`config.mk`:
```
export PLATFORM = sky130hd
export DESIGN_NAME = alu_writeback
export DESIGN_NICKNAME = d
export VERILOG_FILES = /design/src/rtl/alu_writeback.sv
export SDC_FILE = /design/constraint.sdc
export NUM_CORES = 1
export LEC_CHECK = 0
export CAP_MARGIN = 10
export CORE_ASPECT_RATIO = 0.5
export CORE_MARGIN = 2
export CORE_UTILIZATION = 40
export CTS_CLUSTER_DIAMETER = 120
export DETAILED_ROUTE_END_ITERATION = 6
export PLACE_DENSITY = 0.67
export SETUP_SLACK_MARGIN = 0.1
export SLEW_MARGIN = 10
export SYNTH_ARGS = -nofsm -noshare
export SYNTH_HDL_FRONTEND = slang
export SYNTH_SLANG_ARGS = --single-unit
```
`constraint.sdc`:
```
create_clock -name clk -period 4.71 [get_ports clk]
set_clock_uncertainty 0.1 [all_clocks]
set_input_delay 0.471 -clock clk [delete_from_list [all_inputs] [get_ports clk]]
set_output_delay 0.471 -clock clk [all_outputs]
set_load 0.01 [all_outputs]
```
`src/rtl/alu_writeback.sv`:
```
// Writeback stage for the Ember ALU: aligns destination tags with ALU results,
// updates the architectural flags and queues register-file writes behind credit-gated issue.
module alu_writeback #(
    parameter int unsigned DATA_W     = 64,
    parameter int unsigned REG_AW     = 5,
    parameter int unsigned FIFO_DEPTH = 4
) (
    input  logic              clk,
    input  logic              rst,
    input  logic              issue_valid,
    output logic              issue_ready,
    input  logic [REG_AW-1:0] issue_rd,
    input  logic              issue_we,
    input  logic [7:0]        issue_op,
    input  logic [DATA_W-1:0] alu_res,
    input  logic              alu_carry,
    input  logic              alu_overflow,
    input  logic              alu_eq,
    input  logic              alu_lt,
    input  logic              alu_gt,
    input  logic              alu_zero,
    output logic              rf_wvalid,
    input  logic              rf_wready,
    output logic [REG_AW-1:0] rf_waddr,
    output logic [DATA_W-1:0] rf_wdata,
    output logic [5:0]        flags,
    output logic              busy
);

    localparam int unsigned IDX_W = $clog2(FIFO_DEPTH);
    localparam int unsigned PTR_W = IDX_W + 1;

    localparam logic [7:0] OP_ADD  = 8'h01;
    localparam logic [7:0] OP_SUB  = 8'h02;
    localparam logic [7:0] OP_UCMP = 8'h08;
    localparam logic [7:0] OP_CMP  = 8'h0E;

    typedef struct packed {
        logic [REG_AW-1:0] rd;
        logic [DATA_W-1:0] data;
    } wb_entry_t;

    logic [PTR_W-1:0]  cred_q, cred_d;
    logic [PTR_W-1:0]  wr_ptr_q, wr_ptr_d;
    logic [PTR_W-1:0]  rd_ptr_q, rd_ptr_d;
    logic              tag_v_q, tag_v_d;
    logic              tag_we_q, tag_we_d;
    logic [REG_AW-1:0] tag_rd_q, tag_rd_d;
    logic [7:0]        tag_op_q, tag_op_d;
    logic [5:0]        flags_q, flags_d;
    wb_entry_t         mem_q [FIFO_DEPTH];

    logic eff_we, accept, push, pop, empty, full;

    assign eff_we      = issue_we && (issue_rd != '0);
    assign issue_ready = (cred_q < PTR_W'(FIFO_DEPTH)) && !rst;
    assign accept      = issue_valid && issue_ready;
    assign empty       = (wr_ptr_q == rd_ptr_q);
    assign full        = (wr_ptr_q[IDX_W-1:0] == rd_ptr_q[IDX_W-1:0]) &&
                         (wr_ptr_q[PTR_W-1] != rd_ptr_q[PTR_W-1]);
    assign push        = tag_v_q && tag_we_q;
    assign pop         = rf_wvalid && rf_wready;

    assign rf_wvalid = !empty;
    assign rf_waddr  = mem_q[rd_ptr_q[IDX_W-1:0]].rd;
    assign rf_wdata  = mem_q[rd_ptr_q[IDX_W-1:0]].data;
    assign flags     = flags_q;
    assign busy      = tag_v_q || (cred_q != '0);

    // Tag pipe, credits, pointers and program-order flag update
    always_comb begin
        tag_v_d  = accept;
        tag_we_d = tag_we_q;
        tag_rd_d = tag_rd_q;
        tag_op_d = tag_op_q;
        cred_d   = cred_q;
        wr_ptr_d = wr_ptr_q;
        rd_ptr_d = rd_ptr_q;
        flags_d  = flags_q;

        if (accept) begin
            tag_we_d = eff_we;
            tag_rd_d = issue_rd;
            tag_op_d = issue_op;
        end

        unique case ({accept && eff_we, pop})
            2'b10:   cred_d = cred_q + PTR_W'(1);
            2'b01:   cred_d = cred_q - PTR_W'(1);
            default: cred_d = cred_q;
        endcase

        if (push) wr_ptr_d = wr_ptr_q + PTR_W'(1);
        if (pop)  rd_ptr_d = rd_ptr_q + PTR_W'(1);

        // flags = {zero, gt, lt, eq, overflow, carry}
        if (tag_v_q) begin
            unique case (tag_op_q)
                OP_ADD, OP_SUB: begin
                    flags_d[0] = alu_carry;
                    flags_d[1] = alu_overflow;
                    flags_d[5] = alu_zero;
                end
                OP_UCMP, OP_CMP: begin
                    flags_d[2] = alu_eq;
                    flags_d[3] = alu_lt;
                    flags_d[4] = alu_gt;
                    flags_d[5] = alu_zero;
                end
                default: flags_d[5] = alu_zero;
            endcase
        end
    end

    always_ff @(posedge clk or posedge rst) begin
        if (rst) begin
            cred_q   <= '0;
            wr_ptr_q <= '0;
            rd_ptr_q <= '0;
            tag_v_q  <= 1'b0;
            tag_we_q <= 1'b0;
            tag_rd_q <= '0;
            tag_op_q <= '0;
            flags_q  <= '0;
        end else begin
            cred_q   <= cred_d;
            wr_ptr_q <= wr_ptr_d;
            rd_ptr_q <= rd_ptr_d;
            tag_v_q  <= tag_v_d;
            tag_we_q <= tag_we_d;
            tag_rd_q <= tag_rd_d;
            tag_op_q <= tag_op_d;
            flags_q  <= flags_d;
        end
    end

    // Payload storage needs no reset; validity lives in the pointers
    always_ff @(posedge clk) begin
        if (push) begin
            mem_q[wr_ptr_q[IDX_W-1:0]] <= '{rd: tag_rd_q, data: alu_res};
        end
    end

    // Credits make a push into a full FIFO without a matching pop impossible
    a_no_overflow: assert property (@(posedge clk) disable iff (rst) !(push && full && !pop));

endmodule
```
=== Word-level counts from Yosys, hierarchy flattened ===
Memory sizes are Yosys's and may differ from the RTL's.
Cells that the tools add are included.

* Register bits: 30
* Latch bits: 0
* RAM bits: 276
* ROM bits: 0
* Output and inout bits: 78
* Memories kept: 1

{| class="wikitable"
|+ Memory list
! memory !! words !! width !! read ports !! clocked after Yosys merged registers in !! write ports !! line !! source
|-
| mem_q || 4 || 69 || 1 || 0 || 1 || 51 || <nowiki>wb_entry_t mem_q [FIFO_DEPTH];</nowiki>
|}

* Add/sub/neg operators: 4
* $mul: 0
* Div/mod/pow operators: 0
* Magnitude comparators: 1
* Equal/unequal tests: 7
* Shifts and indexed selects: 0
* Multiplexer cells: 3
* Bitwise gates (word level): 0
* Reduce and logical (&&, ||, !) cells: 16

{| class="wikitable"
|+ Operators with widths
! cell !! count
|-
| $eq A8 B4 Y1 const B || 2
|-
| $add A3 B1 Y3 const B || 3
|-
| $eq A8 B1 Y1 const B || 1
|-
| $eq A8 B2 Y1 const B || 1
|-
| $logic_and A1 B1 Y1 || 6
|-
| $pmux W3 S2 || 1
|-
| $reduce_bool A5 Y1 || 1
|-
| $reduce_and A2 Y1 || 2
|-
| $reduce_or A2 Y1 || 2
|-
| $eq A3 B3 Y1 || 1
|-
| $lt A3 B3 Y1 const B || 1
|-
| $reduce_bool A3 Y1 || 1
|-
| $sub A3 B1 Y3 const B || 1
|-
| $eq A2 B1 Y1 const B || 1
|-
| $eq A2 B2 Y1 const B || 1
|-
| $logic_not A1 Y1 || 2
|-
| $mux W1 || 2
|-
| $reduce_bool A2 Y1 || 1
|-
| $logic_or A1 B1 Y1 || 1
|}

=== Logic depth before layout (Yosys ltp) ===
* Depth in word-level cells: 6
* Depth in mapped cells: 10
* Gate-level depth less buffers: 9

=== Worst setup path before layout ===
Ideal clock, no wire load.

* Path type: input-to-reg
* From: input port rst
* To: register cred_q[2]
* Data arrival time: 2.123 ns
* Required time: 4.485 ns
* Setup slack: 2.361 ns
* Cell stages on the path: 9
* Buffers on the path: 1
* Cell sequence: nor3b_2 -> clkbuf_1 -> o211ai_1 -> ha_1 -> inv_1 -> fa_1 -> xor2_1 -> nor2_1 -> xor2_1

* Cells in the longest elaborated chain, start to end: 6
* Elaborated cells between the ends (all ways): 8

{| class="wikitable"
|+ RTL lines
! item !! line !! source
|-
| from (decl) || 9 || <nowiki>input logic rst,</nowiki>
|-
| $logic_not A1 Y1 (no source line) (*) || -- ||
|-
| $logic_and A1 B1 Y1 (*) || 56 || <nowiki>assign issue_ready = (cred_q < PTR_W'(FIFO_DEPTH)) && !rst;</nowiki>
|-
| $logic_and A1 B1 Y1 (*) || 57 || <nowiki>assign accept = issue_valid && issue_ready;</nowiki>
|-
| named net accept || 53 || <nowiki>logic eff_we, accept, push, pop, empty, full;</nowiki>
|-
| $logic_and A1 B1 Y1 (*) || 87 || <nowiki>unique case ({accept && eff_we, pop})</nowiki>
|-
| $eq A2 B1 Y1 / $eq A2 B2 Y1 (equally long branches) || 87 ||
|-
| $pmux W3 S2 / $reduce_bool A2 Y1 (equally long branches) || -- ||
|-
| to (signal assigned) || 126 || <nowiki>cred_q <= cred_d;</nowiki>
|-
| to (decl) || 43 || <nowiki>logic [PTR_W-1:0] cred_q, cred_d;</nowiki>
|}

The timed path passes the listed nets; every way through them passes the cells marked *.
A chain may end at the register's enable or synchronous reset.

=== Final worst setup path ===
* From: register rd_ptr_q[1]
* To: output port rf_wdata[18]

* Cells in the longest elaborated chain, start to end: 1

{| class="wikitable"
|+ RTL lines
! item !! line !! source
|-
| from (decl) || 45 || <nowiki>logic [PTR_W-1:0] rd_ptr_q, rd_ptr_d;</nowiki>
|-
| from (signal assigned) || 128 || <nowiki>rd_ptr_q <= rd_ptr_d;</nowiki>
|-
| $mem_v2 Z4 W69 || -- ||
|-
| to (decl) || 25 || <nowiki>output logic [DATA_W-1:0] rf_wdata,</nowiki>
|}

Every way passes these cells.

==> summary.md <==
| Metric | Value |
|---|---|
| Crit. Startpoint | `rd_ptr_q[1]` |
| Cells after Synth | `between 400 and 500` |
| Detailed placement HPWL | `12800 µm` |
| Relative slew slack | `a little over two fifths` |
| Max Freq | `slightly below 300 MHz` |
| WL/cell | `slightly above 20 µm` |
| Worst slew pin tran | `0.861 ns` |
| Routed Wire Length | `21600 µm` |
| CTS tree | `yes` |
| Combinational power share | `between 20% and 30%` |
| Seq/Total Area, Yosys | `about four fifths` |
| GRT overflow | `0` |
| DR iter-0 viols | `275` |
| IO Pins | `approximately 170` |
| PortBufs | `165` |
| Part of the cycle the worst path needs | `around three quarters` |
| Static Leak | `roughly 4.7 nW` |
| RR Startpoint | `rd_ptr_q[1]` |
| Cell Pwr Density | `roughly 560 nW/µm²` |
| Number of diodes | `0` |
| Die footprint | `just under 30000 µm²` |
| Drt first pass iters | `4` |
| Crit path max fanout | `39` |
| # hold bufs at CTS | `0` |
| Core box area | `between 20000 and 30000 µm²` |
| Crit path required time | `4.14 ns` |
| Site Rows | `43` |
| Post-CTS setup buffer count | `0` |
| Critical path's top delay family | `buffers and inverters` |
| Setup TNS | `0 ns` |
| WS Path Type | `reg2out` |
| Ys Warns | `0` |
| DR vias | `approximately 5200` |
| Yosys reg bits | `about 300` |
| GRT Util Overall | `14.7%` |
| Flop-to-flop setup slack | `1.94 ns` |
| Crit-path max cell delay | `~0.83 ns` |
| Critical-path cell list | `buf_4, mux4_2, clkdlybuf4s50_1` |
| Mean Syn Cell Area | `about 24 µm²` |
| Layout cells sized above 1 | `22.5%` |
| Routed Antenna Nets | `0` |
| GPL Wtd Cong | `~0.69` |
| EDFF count, synth | `approximately 280` |
| R2R cell count | `9` |
| Crit-path slowest cell | `dfrtp_4` |
| Buf+Inv Stages, Crit Path | `2` |
| Clock Tree Buf Depth | `3` |
| Worst path arrival time | `~2.9 ns` |
| CP Launch Type | `flip-flop` |
| NetSw | `around 0.0021 W` |
| Slew Viols, Final | `0` |
| Initial antenna violation count | `0` |
| Status | `finished, final reports clean` |
| Switching share of power | `a little over a quarter` |
| Max cap viols | `0` |
| Post-layout instance area | `between 10000 and 15000 µm²` |
| Final nets | `between 700 and 800` |
| Placed instance area | `13500 µm²` |
| Clk slew on worst S/H paths | `around 0.06 ns` |
| Cts repair resizes | `0` |
| CTS root buf | `clkbuf_16` |
| Num CTS Buffers | `28` |
| Clock share of power | `between 20 and 30%` |
| Starting Density | `40.7%` |
| Layout Area Growth over Synthesis | `27.4%` |
| # clock sinks | `306` |
| Worst-skew pair later-pin latency | `between 0.5 and 0.6 ns` |
| Path length in cells of the critical path | `3` |
| Largest net degree at the start of global routing | `52` |
| First-pass GRT wire length | `32900 µm` |
| Setup violators final | `0` |
| Reg2reg end | `cred_q[2]` |
| HP Class | `in2async` |
| Critical Path Sink Type | `output port` |
| Die extent in x | `roughly 240 µm` |
| Async SR Flop Fraction | `approximately a tenth` |
| Seq pwr share | `43.2%` |
| Synth unique cells | `28` |
| Via-to-Cell Ratio | `slightly below 5` |
| Die height | `between 100 and 150 µm` |
| Net Count, Synth | `558` |
| Final hold vios | `0` |
| Vias in the first global route | `roughly 5700` |
| Int Power | `0.00591 W` |
| Tmin final | `3.46 ns` |
| DRC Markers | `0` |
| Htree depth | `1` |
| RSZ-0062 raised after global routing | `false` |
| Crit path to | `rf_wdata[18]` |
| Peak supply drop | `~290 µV` |
| Post-Syn Area | `11300 µm²` |
| Main synth FF type | `edfxtp_1` |
==> flip-flops by register name, summed over array words and instances, names as in the netlist <==
register / count
tag_we_q: 1
tag_rd_q: 5
mem_q: 276
cred_q: 3
rd_ptr_q: 3
tag_v_q: 1
wr_ptr_q: 3
tag_op_q: 8
flags: 6
==> kinds of logic after synthesis <==
kind of cell    synth area share (%)
fa+ha+maj                      0.841
xor+xnor                       0.852
mux                             16.0
buf+inv                        0.941
simple gates                    1.03
flops                           80.0
compound gates                 0.343
==> placed cells by master (no fill, tap or decap), types with 6 or more instances in the layout <==
cell,synthesis,final
buf_4,0,8
clkdlybuf4s50_1,0,165
mux4_2,69,69
clkinv_2,0,7
inv_1,9,9
xor2_1,6,6
dfrtp_1,30,28
clkbuf_16,0,29
edfxtp_1,276,276
mux2_2,21,21
ha_1,6,6
==> worst min path at each step <==
| stage | endpoint | slack (ns) | cells after the start |
|---|---|---|---|
| 3_3_place_gp | rd_ptr_q[2] | 0.38 | 1 |
| 6_report | flags[4] | 0.29 | 3 |
| 4_1_cts | tag_op_q[5] | 0.28 | 3 |
| 5_1_grt | flags[4] | 0.34 | 3 |
| 2_1_floorplan | cred_q[0] | 0.36 | 1 |
| 3_5_place_dp | rd_ptr_q[2] | 0.38 | 1 |
==> synthesized netlist by cell type, drive strengths merged (2+ instances only) <==
library cell	count	share of area, %
buf	7	0.31
nor2	3	0.10
clkbuf	10	0.33
xor2	6	0.46
or4	2	0.14
mux2i	2	0.18
or4b	2	0.21
mux4	69	14
mux2	21	2.1
ha	6	0.66
xnor2	5	0.39
inv	9	0.30
and3	4	0.27
edfxtp	276	73
dfrtp	30	6.6
==> power by group through the flow <==
stage	Combinational, W	Sequential, W	Clock, W
floorplan	0.00134	0.00338	0
global placement	0.00231	0.00352	0
detailed placement	0.00232	0.00354	0
CTS	0.00233	0.00348	0.00235
global route	0.00244	0.00351	0.00246
finish	0.00227	0.00347	0.00229
==> worst register-to-register path: stages (launching register included) <==
cell and delay [ns]:
dfrtp_4 0.83, xor2_1 0.22, o31ai_1 0.55, inv_1 0.11, ha_1 0.25, inv_1 0.07
fa_1 0.18, xor2_1 0.14, nor2_1 0.06, xor2_1 0.14
==> stage by stage <==
stage / instances / utilization (%) / hold WS, ns / total power (W) / setup WS (ns)
after floorplan: 463 / - / 0.362 / 0.00472 / 2.36
after global placement: 1002 / 48.5 / 0.377 / 0.00583 / 1.77
after detailed placement: 1002 / 48.5 / 0.385 / 0.00585 / 1.76
after CTS: 1054 / 51.9 / 0.282 / 0.00816 / 1.16
after global routing: 1054 / 51.9 / 0.336 / 0.00841 / 1.13
final: 1054 / 51.9 / 0.288 / 0.00804 / 1.25
==> per-layer routing <==
metal	track usage (%)	vias to the layer above	part of all wire (%)
met5	0	-	0
met4	3.59	0	1.7
met3	3.06	24	3.6
met2	25.7	93	51
met1	19.1	2769	43
li1	-	2324	-
==> final cells by class <==
class	instances	area, µm²
fill	2235	13400
sequential	306	9050
multi-input combinational	131	2170
timing repair buffer	174	1730
clock buffer	36	782
tap	382	478
clock inverter	16	151
inverter	9	33.8
Note: power is estimated with default switching activity, not from simulation.
